===== config.mk =====
export PLATFORM = sky130hd
export DESIGN_NAME = arith_extend_arbiter
export DESIGN_NICKNAME = d
export VERILOG_FILES = /design/src/rtl/Arith.sv /design/src/rtl/Util.sv /design/src/rtl/arith_extend_arbiter_pkg.sv /design/src/rtl/Arith_extend.sv /design/src/rtl/arith_extend_arbiter.sv
export SDC_FILE = /design/constraint.sdc
export NUM_CORES = 1
export LEC_CHECK = 0
export ABC_AREA = 1
export BUFFER_PORTS_ARGS = -buffer_cell sky130_fd_sc_hd__buf_2
export CORE_UTILIZATION = 41
export DETAILED_ROUTE_END_ITERATION = 12
export PLACE_DENSITY_LB_ADDON = 0.1
export SLEW_MARGIN = 20
export SYNTH_ARGS = -nofsm -noshare
export SYNTH_HDL_FRONTEND = slang
export SYNTH_SLANG_ARGS = --single-unit
export TNS_END_PERCENT = 100

===== constraint.sdc =====
create_clock -name ctrl -period 2.3 [get_ports ctrl]
set_clock_uncertainty 0.1 [all_clocks]
set_input_delay 0.345 -clock ctrl [delete_from_list [all_inputs] [get_ports ctrl]]
set_output_delay 0.345 -clock ctrl [all_outputs]
set_load 0.02 [all_outputs]

===== src/rtl/Arith.sv =====
`default_nettype none
// ============================================================================
//  Package : Arith
//  Shared arithmetic types.
//    Arith_SignedUnsigned_T : selects sign- or zero-extension of an operand
//  Revision: 1.0  initial release
// ============================================================================
package Arith;

  typedef enum logic {
    Arith_Unsigned = 1'b0,
    Arith_Signed   = 1'b1
  } Arith_SignedUnsigned_T;

endpackage
`default_nettype wire


===== src/rtl/Util.sv =====
`default_nettype none
// ============================================================================
//  Package : Util
//  Shared utility types used across blocks.
//    Util_Control_T : bundled clock and asynchronous active-high reset
//  Revision: 1.0  initial release
// ============================================================================
package Util;

  typedef struct packed {
    logic clock;
    logic reset;
  } Util_Control_T;

endpackage
`default_nettype wire


===== src/rtl/arith_extend_arbiter_pkg.sv =====
`default_nettype none
// ============================================================================
//  Package : arith_extend_arbiter_pkg
//  Helpers local to the arbiter. Holds no types; shared types come from the
//  Arith and Util packages.
//    rr_index : requester index visited at a given offset from the pointer
//  Revision: 1.0  initial release
// ============================================================================
package arith_extend_arbiter_pkg;

  // Index of the requester examined 'offset' steps after 'base', wrapping at n.
  function automatic int rr_index(input int base, input int offset, input int n);
    return (base + offset) % n;
  endfunction

endpackage
`default_nettype wire


===== src/rtl/Arith_extend.sv =====
`default_nettype none
// ============================================================================
//  Module  : Arith_extend
//  Per-lane sign or zero extension of IN_W-bit operands to OUT_W bits.
//  Ports:
//    i_data : LANES x IN_W operands
//    i_sign : LANES extension modes (Arith_Signed / Arith_Unsigned)
//    o_data : LANES x OUT_W extended results
//  Revision: 1.0  initial release
// ============================================================================
module Arith_extend
  import Arith::*;
#(
  parameter int IN_W  = 16,
  parameter int OUT_W = 32,
  parameter int LANES = 1
) (
  input  logic                  [LANES-1:0][IN_W-1:0]  i_data,
  input  Arith_SignedUnsigned_T [LANES-1:0]            i_sign,
  output logic                  [LANES-1:0][OUT_W-1:0] o_data
);

  for (genvar l = 0; l < LANES; l++) begin : g_lane
    if (OUT_W == IN_W) begin : g_same
      assign o_data[l] = i_data[l];
    end else begin : g_ext
      logic w_fill;
      // Fill bit is the operand MSB only when sign-extending.
      assign w_fill    = (i_sign[l] == Arith_Signed) & i_data[l][IN_W-1];
      assign o_data[l] = {{(OUT_W-IN_W){w_fill}}, i_data[l]};
    end
  end

endmodule
`default_nettype wire


===== src/rtl/arith_extend_arbiter.sv =====
`default_nettype none
// ============================================================================
//  Module  : arith_extend_arbiter
//  Round-robin arbiter in front of a LAT-stage pipeline that sign/zero
//  extends the granted operand and returns it to the granted requester.
//  Ports:
//    ctrl      : clock and asynchronous active-high reset
//    req_valid : per-requester operand valid
//    req_data  : per-requester IN_W operand
//    req_sign  : per-requester extension mode
//    req_ready : one-hot (or zero) accept strobe, combinational
//    rsp_valid : one-hot (or zero) response strobe, LAT cycles after accept
//    rsp_data  : shared OUT_W result bus, zero when no response
//    busy      : any operation in flight
//  Revision: 1.0  initial release
// ============================================================================
module arith_extend_arbiter
  import Arith::*;
  import Util::*;
  import arith_extend_arbiter_pkg::*;
#(
  parameter int IN_W  = 16,
  parameter int OUT_W = 32,
  parameter int REQS  = 2,
  parameter int LAT   = 2
) (
  input  Util_Control_T                           ctrl,
  input  logic                  [REQS-1:0]            req_valid,
  input  logic                  [REQS-1:0][IN_W-1:0]  req_data,
  input  Arith_SignedUnsigned_T [REQS-1:0]            req_sign,
  output logic                  [REQS-1:0]            req_ready,
  output logic                  [REQS-1:0]            rsp_valid,
  output logic                  [OUT_W-1:0]           rsp_data,
  output logic                                        busy
);

  localparam int ID_W = $clog2(REQS);

  logic w_clk;
  logic w_rst;
  assign w_clk = ctrl.clock;
  assign w_rst = ctrl.reset;

  // ---------------------------------------------------------------- arbiter
  logic [ID_W-1:0] r_ptr;
  logic [ID_W-1:0] w_idx;
  logic [ID_W-1:0] w_gnt_id;
  logic [ID_W-1:0] w_ptr_nxt;
  logic            w_gnt_any;
  logic            w_accept;

  // First valid requester at or after r_ptr, wrapping modulo REQS.
  always_comb begin
    w_gnt_any = 1'b0;
    w_gnt_id  = '0;
    w_idx     = '0;
    for (int k = 0; k < REQS; k++) begin
      w_idx = ID_W'(rr_index(int'(r_ptr), k, REQS));
      if (!w_gnt_any && req_valid[w_idx]) begin
        w_gnt_any = 1'b1;
        w_gnt_id  = w_idx;
      end
    end
  end

  // Reset masks the grant so nothing is accepted while reset is held.
  assign w_accept  = w_gnt_any && !w_rst;
  assign req_ready = w_accept ? (REQS'(1) << w_gnt_id) : '0;
  assign w_ptr_nxt = (w_gnt_id == ID_W'(REQS-1)) ? '0 : w_gnt_id + ID_W'(1);

  always_ff @(posedge w_clk or posedge w_rst) begin
    if (w_rst) begin
      r_ptr <= '0;
    end else if (w_accept) begin
      r_ptr <= w_ptr_nxt;
    end
  end

  // ------------------------------------------------------------- delay line
  logic [LAT-1:0]            r_vld;
  logic [LAT-1:0][IN_W-1:0]  r_dat;
  logic [LAT-1:0]            r_sgn;
  logic [LAT-1:0][ID_W-1:0]  r_id;

  always_ff @(posedge w_clk or posedge w_rst) begin
    if (w_rst) begin
      r_vld <= '0;
      r_dat <= '0;
      r_sgn <= '0;
      r_id  <= '0;
    end else begin
      r_vld[0] <= w_accept;
      r_dat[0] <= req_data[w_gnt_id];
      r_sgn[0] <= req_sign[w_gnt_id];
      r_id[0]  <= w_gnt_id;
      for (int i = 1; i < LAT; i++) begin
        r_vld[i] <= r_vld[i-1];
        r_dat[i] <= r_dat[i-1];
        r_sgn[i] <= r_sgn[i-1];
        r_id[i]  <= r_id[i-1];
      end
    end
  end

  // ------------------------------------------------------ extension + output
  logic [OUT_W-1:0] w_ext;

  Arith_extend #(
    .IN_W  (IN_W),
    .OUT_W (OUT_W),
    .LANES (1)
  ) u_ext (
    .i_data (r_dat[LAT-1]),
    .i_sign (Arith_SignedUnsigned_T'(r_sgn[LAT-1])),
    .o_data (w_ext)
  );

  assign rsp_valid = r_vld[LAT-1] ? (REQS'(1) << r_id[LAT-1]) : '0;
  assign rsp_data  = r_vld[LAT-1] ? w_ext : '0;
  assign busy      = |r_vld;

endmodule
`default_nettype wire


==> summary.md, run 1 <==
| Metric | Value |
|---|---|
| Outcome | finished clean |
| Via density | roughly 4.2 |
| Io pins | 75 |
| Die area | a little over 4000 um2 |
| Total global routing overflow | 0 |
| Final worst slack | just over 0.1 ns |
| Via count | between 1000 and 1500 |
| Cells after Synth | 164 |
| Endpoints failing setup | 0 |
| Area leader, netlist | dfrtp_1 |
| First-pass GRT wire length | 5620 um |
| # DRC | 0 |
| Peak VDD IR | 0.000968 V |
| CP delay by family, top | buffers and inverters |
| Sequential Power Share | 0.206 |
| Hold Path End | r_dat[11]$_DFF_PP0_ |
| Layout cells sized above 1 | 0.518 |
| P per Cell Area | between 1500 and 2000 nW/um2 |
| Worst Setup SP | ctrl[0] |
| Lkg Pwr | around 0.0014 uW |
| Type of the worst min-delay path | input pin to register |
| Total track usage | 0.218 |
| Commonest non-fill, non-tap cells in the layout | buf_2 (72), nand2_1 (53), clkinvlp_4 (41) |
| Crit Path Max Fanout | 2 |
| Yosys cell types | 12 |
| R2r startpoint | r_ptr$_DFFE_PP0P_ |
| Clock power frac | 0.640 |
| Worst r2r dst | r_ptr$_DFFE_PP0P_ |
| Initial DRC count | 31 |
| Syn nets | about 200 |
| Final setup TNS | 0 ns |
| Area contributors post-synth | dfrtp_1 (62%), nand2_1 (13%), buf_4 (8.6%) |
| Cell Area, Synth | between 1500 and 2000 um2 |
| Total wire length | approximately 3300 um |
| Worst R2R Path Depth | 7 |
| Reg clk slew, reported paths | around 0.070 ns |
| Cell chain of the critical path | clkbuf_8 -> clkbuf_8 -> nor2_4 -> nand2_4 -> inv_4 -> buf_6 |
| Yosys top cell area share | 0.624 |
| Sequential-to-total area share from yosys stat | 0.624 |
| P_int | between 2000 and 2500 uW |
| Design area | about 2500 um2 |
| CP dominant cell by count | clkbuf_8 |
| Slew HR | 0.604 |
| Clock Latency Late Sink | between 0.2 and 0.3 ns |
| Die Y | ~64 um |
| Number of I/O port buffers | 73 |
| Switching Power | 1810 uW |
| Antenna-violating nets left | 0 |
| Worst Min Path Start | req_data[11] |
| Fillcell total | 290 |
| Startpoint Class | clock port |
| Core Region | around 3700 um2 |
| Highest-delay cell along the critical path | clkbuf_8 |
| Critical Path Max Stage Delay | about 0.13 ns |
| DP HPWL | around 1900 um |
| N_diodes | 0 |
| Final Net Count | ~310 |
| Commonest non-fill, non-tap cell in the layout | buf_2 |
| Initial Utilization | 0.428 |
| CTS tree | built |
| GP Congestion | about 0.7 |
| Combinational Power Share | 0.153 |
| Ys Warns | 0 |
| Hold Path Stages | 3 |
| Maxcap violations | 0 |
| Slew Viols, Final | 0 |
| Largest net degree at the start of global routing | 21 |
| Chip Width | ~64 um |
| Least-Margin Pin Slew | approximately 0.59 ns |
| RSZ-0062 raised after global routing | no |
| Setup Crit Path Kind | clock port to output pin |
| Yosys reg bits | 39 |
| Router iterations before antenna repair | 4 |
| Worst Path Arrival | 1.75 ns |
| Final hold viol count | 0 |
| CTS Hold Bufs | 0 |
| Net Sw Frac | 0.459 |
| Post-DP Area | 1840 um2 |
| WP buf/inv | 4 |
| Crit end category | output pin |
| Number of global-route vias before repair | 1616 |
| Initial antenna violation count | 0 |
| Reg2Reg Setup Slack | between 0.7 and 0.8 ns |
| Dpl ws | approximately 0.21 ns |
| Synth Area per Inst | between 9 and 10 um2 |
| Critical Path RT | ~1.9 ns |
| Area Overhead vs Synth | 60.3% |
| Routed length per instance | between 9 and 10 um |
| FP Rows | 22 |
## synthesized netlist by cell type
library cell	n
buf_6	2
buf_4	18
buf_2	2
nand3_1	17
dfrtp_1	39
nor2_2	1
nand2_1	53
o21ai_0	1
nand2_2	3
nor2_1	4
or2_2	1
inv_1	23
## flip-flops by register name, summed over array words and instances (netlist names)
name	count
r_dat	32
r_vld	2
r_id	2
r_ptr	1
r_sgn	2
## worst min-delay path, stage by stage
cell and delay, ns:
buf_2 0.07, nand2_1 0.04, nand2_1 0.05
## routing by layer
metal / vias to the layer above / share of wire / GRT usage
met5: - / 0 / 0
met4: 0 / 0.034 / 0.358
met3: 18 / 0.11 / 0.257
met2: 78 / 0.47 / 0.223
met1: 608 / 0.39 / 0.148
li1: 697 / - / -
## how the worst max path moves through the flow
| stage | endpoint | slack (ns) | cells after the start |
|---|---|---|---|
| floorplan | r_ptr$_DFFE_PP0P_ | 0.21 | 4 |
| global placement | r_ptr$_DFFE_PP0P_ | 0.21 | 4 |
| detailed placement | r_ptr$_DFFE_PP0P_ | 0.21 | 4 |
| CTS | req_ready[0] | 0.03 | 7 |
| global route | req_ready[0] | 0.04 | 6 |
| finish | req_ready[0] | 0.10 | 6 |
## power groups by stage
| stage | Combinational [uW] | Sequential, uW | Clock [uW] |
|---|---|---|---|
| 2_1_floorplan | 486 | 818 | 281 |
| 3_3_place_gp | 605 | 827 | 296 |
| 3_5_place_dp | 611 | 831 | 296 |
| 4_1_cts | 614 | 816 | 2670 |
| 5_1_grt | 676 | 824 | 2790 |
| 6_report | 606 | 815 | 2530 |
## per-stage QoR
stage               utilization  hold slack, ns  total power [uW]  std cells
detailed placement        0.503         -0.0278              1740        265
global route              0.685           0.138              4290        330
global placement          0.503         -0.0278              1730        265
floorplan                     -         -0.0278              1580        164
CTS                       0.689           0.142              4100        331
finish                    0.685           0.147              3950        330
## final cells by class
| class | instances | area, um2 | area share |
|---|---|---|---|
| tap | 48 | 60.1 | 0.0239 |
| timing repair buffer | 73 | 370 | 0.148 |
| sequential | 39 | 976 | 0.389 |
| clock inverter | 47 | 403 | 0.161 |
| clock buffer | 22 | 275 | 0.110 |
| inverter | 21 | 78.8 | 0.0314 |
| multi-input combinational | 80 | 345 | 0.138 |
## cells by family after synthesis
family / after synthesis / share of synthesized area
simple gates: 79 / 0.211
compound gates: 1 / 0.00319
buf+inv: 45 / 0.162
flops: 39 / 0.624
## what timing repair did
| action | in CTS | in global routing |
|---|---|---|
| endpoints found under the setup margin | 2 | 1 |
| gates resized for setup | 6 | 0 |
| setup buffers | 1 | 0 |
| pin swaps | 1 | 0 |
| hold endpoints to repair | 0 | 0 |
(Power assumes the default switching activity.)
==> run 2: changes to the inputs <==
--- a/config.mk
+++ b/config.mk
@@ -9,6 +9,7 @@
 export BUFFER_PORTS_ARGS = -buffer_cell sky130_fd_sc_hd__buf_2
 export CORE_UTILIZATION = 41
 export DETAILED_ROUTE_END_ITERATION = 12
+export MAX_ROUTING_LAYER = met4
 export PLACE_DENSITY_LB_ADDON = 0.1
 export SLEW_MARGIN = 20
 export SYNTH_ARGS = -nofsm -noshare
==> summary.md, run 2 (synthesis gave the netlist of run 1 again) <==
| Metric | Value |
|---|---|
| Design area | roughly 2500 um2 |
| Worst Setup SP | ctrl[0] |
| FP Rows | 22 |
| Cell chain of the critical path | clkbuf_8 -> clkbuf_8 -> nor2_4 -> nand2_4 -> inv_4 -> buf_6 |
| Setup Crit Path Kind | clock port to output pin |
| Hold Path Stages | 3 |
| Commonest non-fill, non-tap cells in the layout | buf_2 (72), nand2_1 (53), clkinvlp_4 (41) |
| Area Overhead vs Synth | 60.3% |
| Post-DP Area | approximately 1800 um2 |
| Final setup TNS | 0 ns |
| Antenna-violating nets left | 0 |
| Least-Margin Pin Slew | 0.592 ns |
| Initial Utilization | 0.428 |
| Startpoint Class | clock port |
| RSZ-0062 raised after global routing | no |
| R2r startpoint | r_ptr$_DFFE_PP0P_ |
| Die area | slightly above 4000 um2 |
| Routed length per instance | 9.94 um |
| Critical Path Max Stage Delay | about 0.13 ns |
| Initial antenna violation count | 0 |
| Final Util | 0.685 |
| GP Congestion | 0.710 |
| WP buf/inv | 4 |
| Maxcap violations | 0 |
| Worst Min Path Start | req_data[11] |
| Layout cells sized above 1 | 0.518 |
| Reg clk slew, reported paths | roughly 0.070 ns |
| Worst Path Arrival | ~1.8 ns |
| Via density | 4.25 |
| Highest-delay cell along the critical path | clkbuf_8 |
| Type of the worst min-delay path | input pin to register |
| Number of global-route vias before repair | 1606 |
| Fillcell total | 290 |
| Critical Path RT | roughly 1.9 ns |
| Fin cells | 330 |
| Multi-input logic area | 345 um2 |
| Worst R2R Path Depth | 7 |
| Slew HR | 0.604 |
| Commonest non-fill, non-tap cell in the layout | buf_2 |
| Chip Width | around 64 um |
| Lkg Pwr | about 0.0014 uW |
| Outcome | finished clean |
| Largest register FFs | 32 |
| Die Y | between 60 and 70 um |
| Crit Path Max Fanout | 2 |
| Peak VDD IR | 0.000968 V |
| Final Net Count | about 310 |
| Initial DRC count | 31 |
| CP Depth | 6 |
| Final hold viol count | 0 |
| CP delay by family, top | buffers and inverters |
| Slew Viols, Final | 0 |
| Total wire length | between 3000 and 4000 um |
| Crit end category | output pin |
| Router iterations before antenna repair | 4 |
| CP dominant cell by count | clkbuf_8 |
| # DRC | 0 |
| Number of I/O port buffers | 73 |
| Total global routing overflow | 0 |
| First-pass GRT wire length | between 5000 and 6000 um |
| Io pins | 75 |
| DP HPWL | 1870 um |
| Placed cell count | roughly 270 |
| Core Region | around 3700 um2 |
| N_diodes | 0 |
| Endpoints failing setup | 0 |
| Clock Latency Late Sink | 0.29 ns |
| CTS tree | built |
| Top reg by flops | r_dat |
| Largest net degree at the start of global routing | 21 |
| Via count | 1401 |
| CTS Hold Bufs | 0 |
| Min Hold Slack | approximately 0.15 ns |
| FF/Latch Area | 976 um2 |
| P per Cell Area | 1580 nW/um2 |
| Total track usage | 0.224 |
run 2: cell counts in the layout (fill, tap and decap cells not counted):
Identical to the previous run, type by type.
run 2: layout make-up:
class | count | area share
multi-input combinational | 80 | 0.138
timing repair buffer | 73 | 0.148
tap | 48 | 0.0239
inverter | 21 | 0.0314
clock inverter | 47 | 0.161
clock buffer | 22 | 0.110
sequential | 39 | 0.389
run 2: through the flow:
stage / worst slack, ns / total power [uW]
floorplan: 0.215 / 1580
global placement: 0.214 / 1730
detailed placement: 0.213 / 1740
CTS: 0.0253 / 4100
global route: 0.0383 / 4290
finish: 0.102 / 3950
run 2: routing by layer:
layer,track usage,routed length [um],vias up
met5,-,0,-
met4,0.358,112,0
met3,0.255,345,18
met2,0.223,1540,78
met1,0.150,1280,608
li1,-,-,697
run 2: what timing repair did:
item	CTS	global route
pin swaps	1	0
setup buffers	1	0
gates resized for setup	6	0
endpoints found under the setup margin	2	1
run 2: worst paths after layout:
check | slack [ns] | to
min in group asynchronous | 1.00 | r_dat[30]$_DFF_PP0_
worst max register to register | 0.76 | r_ptr$_DFFE_PP0P_
worst min register to register | 0.25 | r_dat[19]$_DFF_PP0_
worst min-delay path | 0.15 | r_dat[11]$_DFF_PP0_
max in group asynchronous | 1.00 | r_dat[9]$_DFF_PP0_
worst max-delay path | 0.10 | req_ready[0]
run 2: worst min-delay path, stage by stage:
cell,delay [ns]
buf_2,0.07
nand2_1,0.04
nand2_1,0.05
run 2: power breakdown:
part | leakage [uW] | total (uW) | switching (uW) | internal [uW]
registers | 0.000467 | 815 | 41.9 | 773
logic | 0.000686 | 606 | 410 | 196
clock network | 0.000226 | 2530 | 1360 | 1170
total | 0.00138 | 3950 | 1810 | 2140
==> run 3: changes to the inputs <==
--- a/config.mk
+++ b/config.mk
@@ -7,10 +7,13 @@
 export LEC_CHECK = 0
 export ABC_AREA = 1
 export BUFFER_PORTS_ARGS = -buffer_cell sky130_fd_sc_hd__buf_2
+export CORE_MARGIN = 1
 export CORE_UTILIZATION = 41
+export CTS_BUF_LIST = sky130_fd_sc_hd__clkbuf_8
 export DETAILED_ROUTE_END_ITERATION = 12
 export MAX_ROUTING_LAYER = met4
 export PLACE_DENSITY_LB_ADDON = 0.1
+export SETUP_SLACK_MARGIN = 0.05
 export SLEW_MARGIN = 20
 export SYNTH_ARGS = -nofsm -noshare
 export SYNTH_HDL_FRONTEND = slang
==> summary.md, run 3 (synthesis gave the netlist of run 1 again) <==
| Metric | Value |
|---|---|
| Layout cells sized above 1 | 0.519 |
| GP Congestion | just over 0.7 |
| WP buf/inv | 4 |
| Reg clk slew, reported paths | 0.07 ns |
| Routed length per instance | between 9 and 10 um |
| CP dominant cell by count | clkbuf_8 |
| Multi-input logic area | ~350 um2 |
| Number of I/O port buffers | 73 |
| CTS Hold Bufs | 0 |
| CP delay by family, top | buffers and inverters |
| Startpoint Class | clock port |
| Initial antenna violation count | 0 |
| Largest register FFs | 32 |
| Final setup TNS | 0 ns |
| Critical Path Max Stage Delay | about 0.14 ns |
| Crit end category | output pin |
| Chip Width | approximately 64 um |
| Router iterations before antenna repair | 4 |
| Maxcap violations | 0 |
| Io pins | 75 |
| Peak VDD IR | about 0.00087 V |
| Commonest non-fill, non-tap cells in the layout | buf_2 (72), nand2_1 (53), clkinvlp_4 (41) |
| Core Region | between 3000 and 4000 um2 |
| FP Rows | 22 |
| Initial DRC count | 23 |
| Commonest non-fill, non-tap cell in the layout | buf_2 |
| Die area | about 4100 um2 |
| R2r startpoint | r_ptr$_DFFE_PP0P_ |
| Via density | 4.26 |
| # DRC | 0 |
| Largest net degree at the start of global routing | 21 |
| Die Y | roughly 64 um |
| Lkg Pwr | approximately 0.0014 uW |
| Dpl ws | ~0.21 ns |
| N_diodes | 0 |
| Final Net Count | 315 |
| Clock Latency Late Sink | 0.29 ns |
| Outcome | finished clean |
| Critical Path RT | approximately 1.9 ns |
| Least-Margin Pin Slew | roughly 0.59 ns |
| Total global routing overflow | 0 |
| Worst Path Arrival | 1.70 ns |
| DP HPWL | 1870 um |
| CTS tree | built |
| Highest-delay cell along the critical path | clkbuf_8 |
| Slew HR | 0.604 |
| Type of the worst min-delay path | input pin to register |
| RSZ-0062 raised after global routing | no |
| Via count | ~1400 |
| Antenna-violating nets left | 0 |
| Slew Viols, Final | 0 |
| Top reg by flops | r_dat |
| Total wire length | 3300 um |
| Fillcell total | approximately 280 |
| P per Cell Area | approximately 1600 nW/um2 |
| FF/Latch Area | 976 um2 |
| Crit Path Max Fanout | 2 |
| Final hold viol count | 0 |
| Initial Utilization | 0.428 |
| Cell chain of the critical path | clkbuf_8 -> nor2_4 -> clkbuf_8 -> nand2_4 -> inv_4 -> buf_6 |
| Worst Min Path Start | req_data[11] |
| Endpoints failing setup | 0 |
| First-pass GRT wire length | between 5000 and 6000 um |
| Setup Crit Path Kind | clock port to output pin |
| Area Overhead vs Synth | 60.8% |
| Worst Setup SP | ctrl[0] |
| Total track usage | 0.215 |
| Number of global-route vias before repair | 1605 |
| Final worst slack | 0.151 ns |
run 3: final timing paths:
check / end / slack, ns / depth (start not counted)
max reg2reg: r_ptr$_DFFE_PP0P_ / 0.66 / 8
min reg2reg: r_dat[19]$_DFF_PP0_ / 0.25 / 0
min in group asynchronous: r_dat[30]$_DFF_PP0_ / 1.00 / 4
min: r_dat[11]$_DFF_PP0_ / 0.15 / 3
max in group asynchronous: r_dat[4]$_DFF_PP0_ / 1.00 / 4
max: req_ready[0] / 0.15 / 6
run 3: what timing repair did:
item	CTS	global route
buffers inserted	2	0
gates resized for setup	6	0
setup endpoints to repair	2	0
run 3: worst min-delay path: stages:
cell	delay, ns
buf_2	0.07
nand2_1	0.04
nand2_1	0.05
run 3: routing by layer:
metal / share of wire / up-vias / routed length, um / GRT usage
met1: 0.39 / 616 / 1290 / 0.150
met4: 0.036 / 0 / 120 / 0.344
li1: - / 698 / - / -
met3: 0.10 / 18 / 333 / 0.221
met5: 0 / - / 0 / -
met2: 0.47 / 79 / 1560 / 0.225
run 3: through the flow:
step / utilization / cell area, um2 / cells / hold WS [ns] / total power, uW
detailed placement: 0.503 / 1840 / 265 / -0.0278 / 1740
floorplan: - / 1570 / 164 / -0.0278 / 1580
global route: 0.687 / 2520 / 331 / 0.138 / 4280
finish: 0.687 / 2520 / 331 / 0.146 / 3950
global placement: 0.503 / 1840 / 265 / -0.0278 / 1730
CTS: 0.687 / 2520 / 331 / 0.142 / 4060
run 3: power breakdown:
| group | internal (uW) | switching (uW) |
|---|---|---|
| Clock | 1170 | 1360 |
| Combinational | 196 | 410 |
| Sequential | 773 | 43.0 |
run 3: cell type report:
cell class	instances	area share
Inverter	21	0.0313
Clock inverter	48	0.162
Sequential cell	39	0.388
Multi-Input combinational cell	80	0.137
Timing Repair Buffer	73	0.147
Clock buffer	22	0.111
Tap cell	48	0.0239
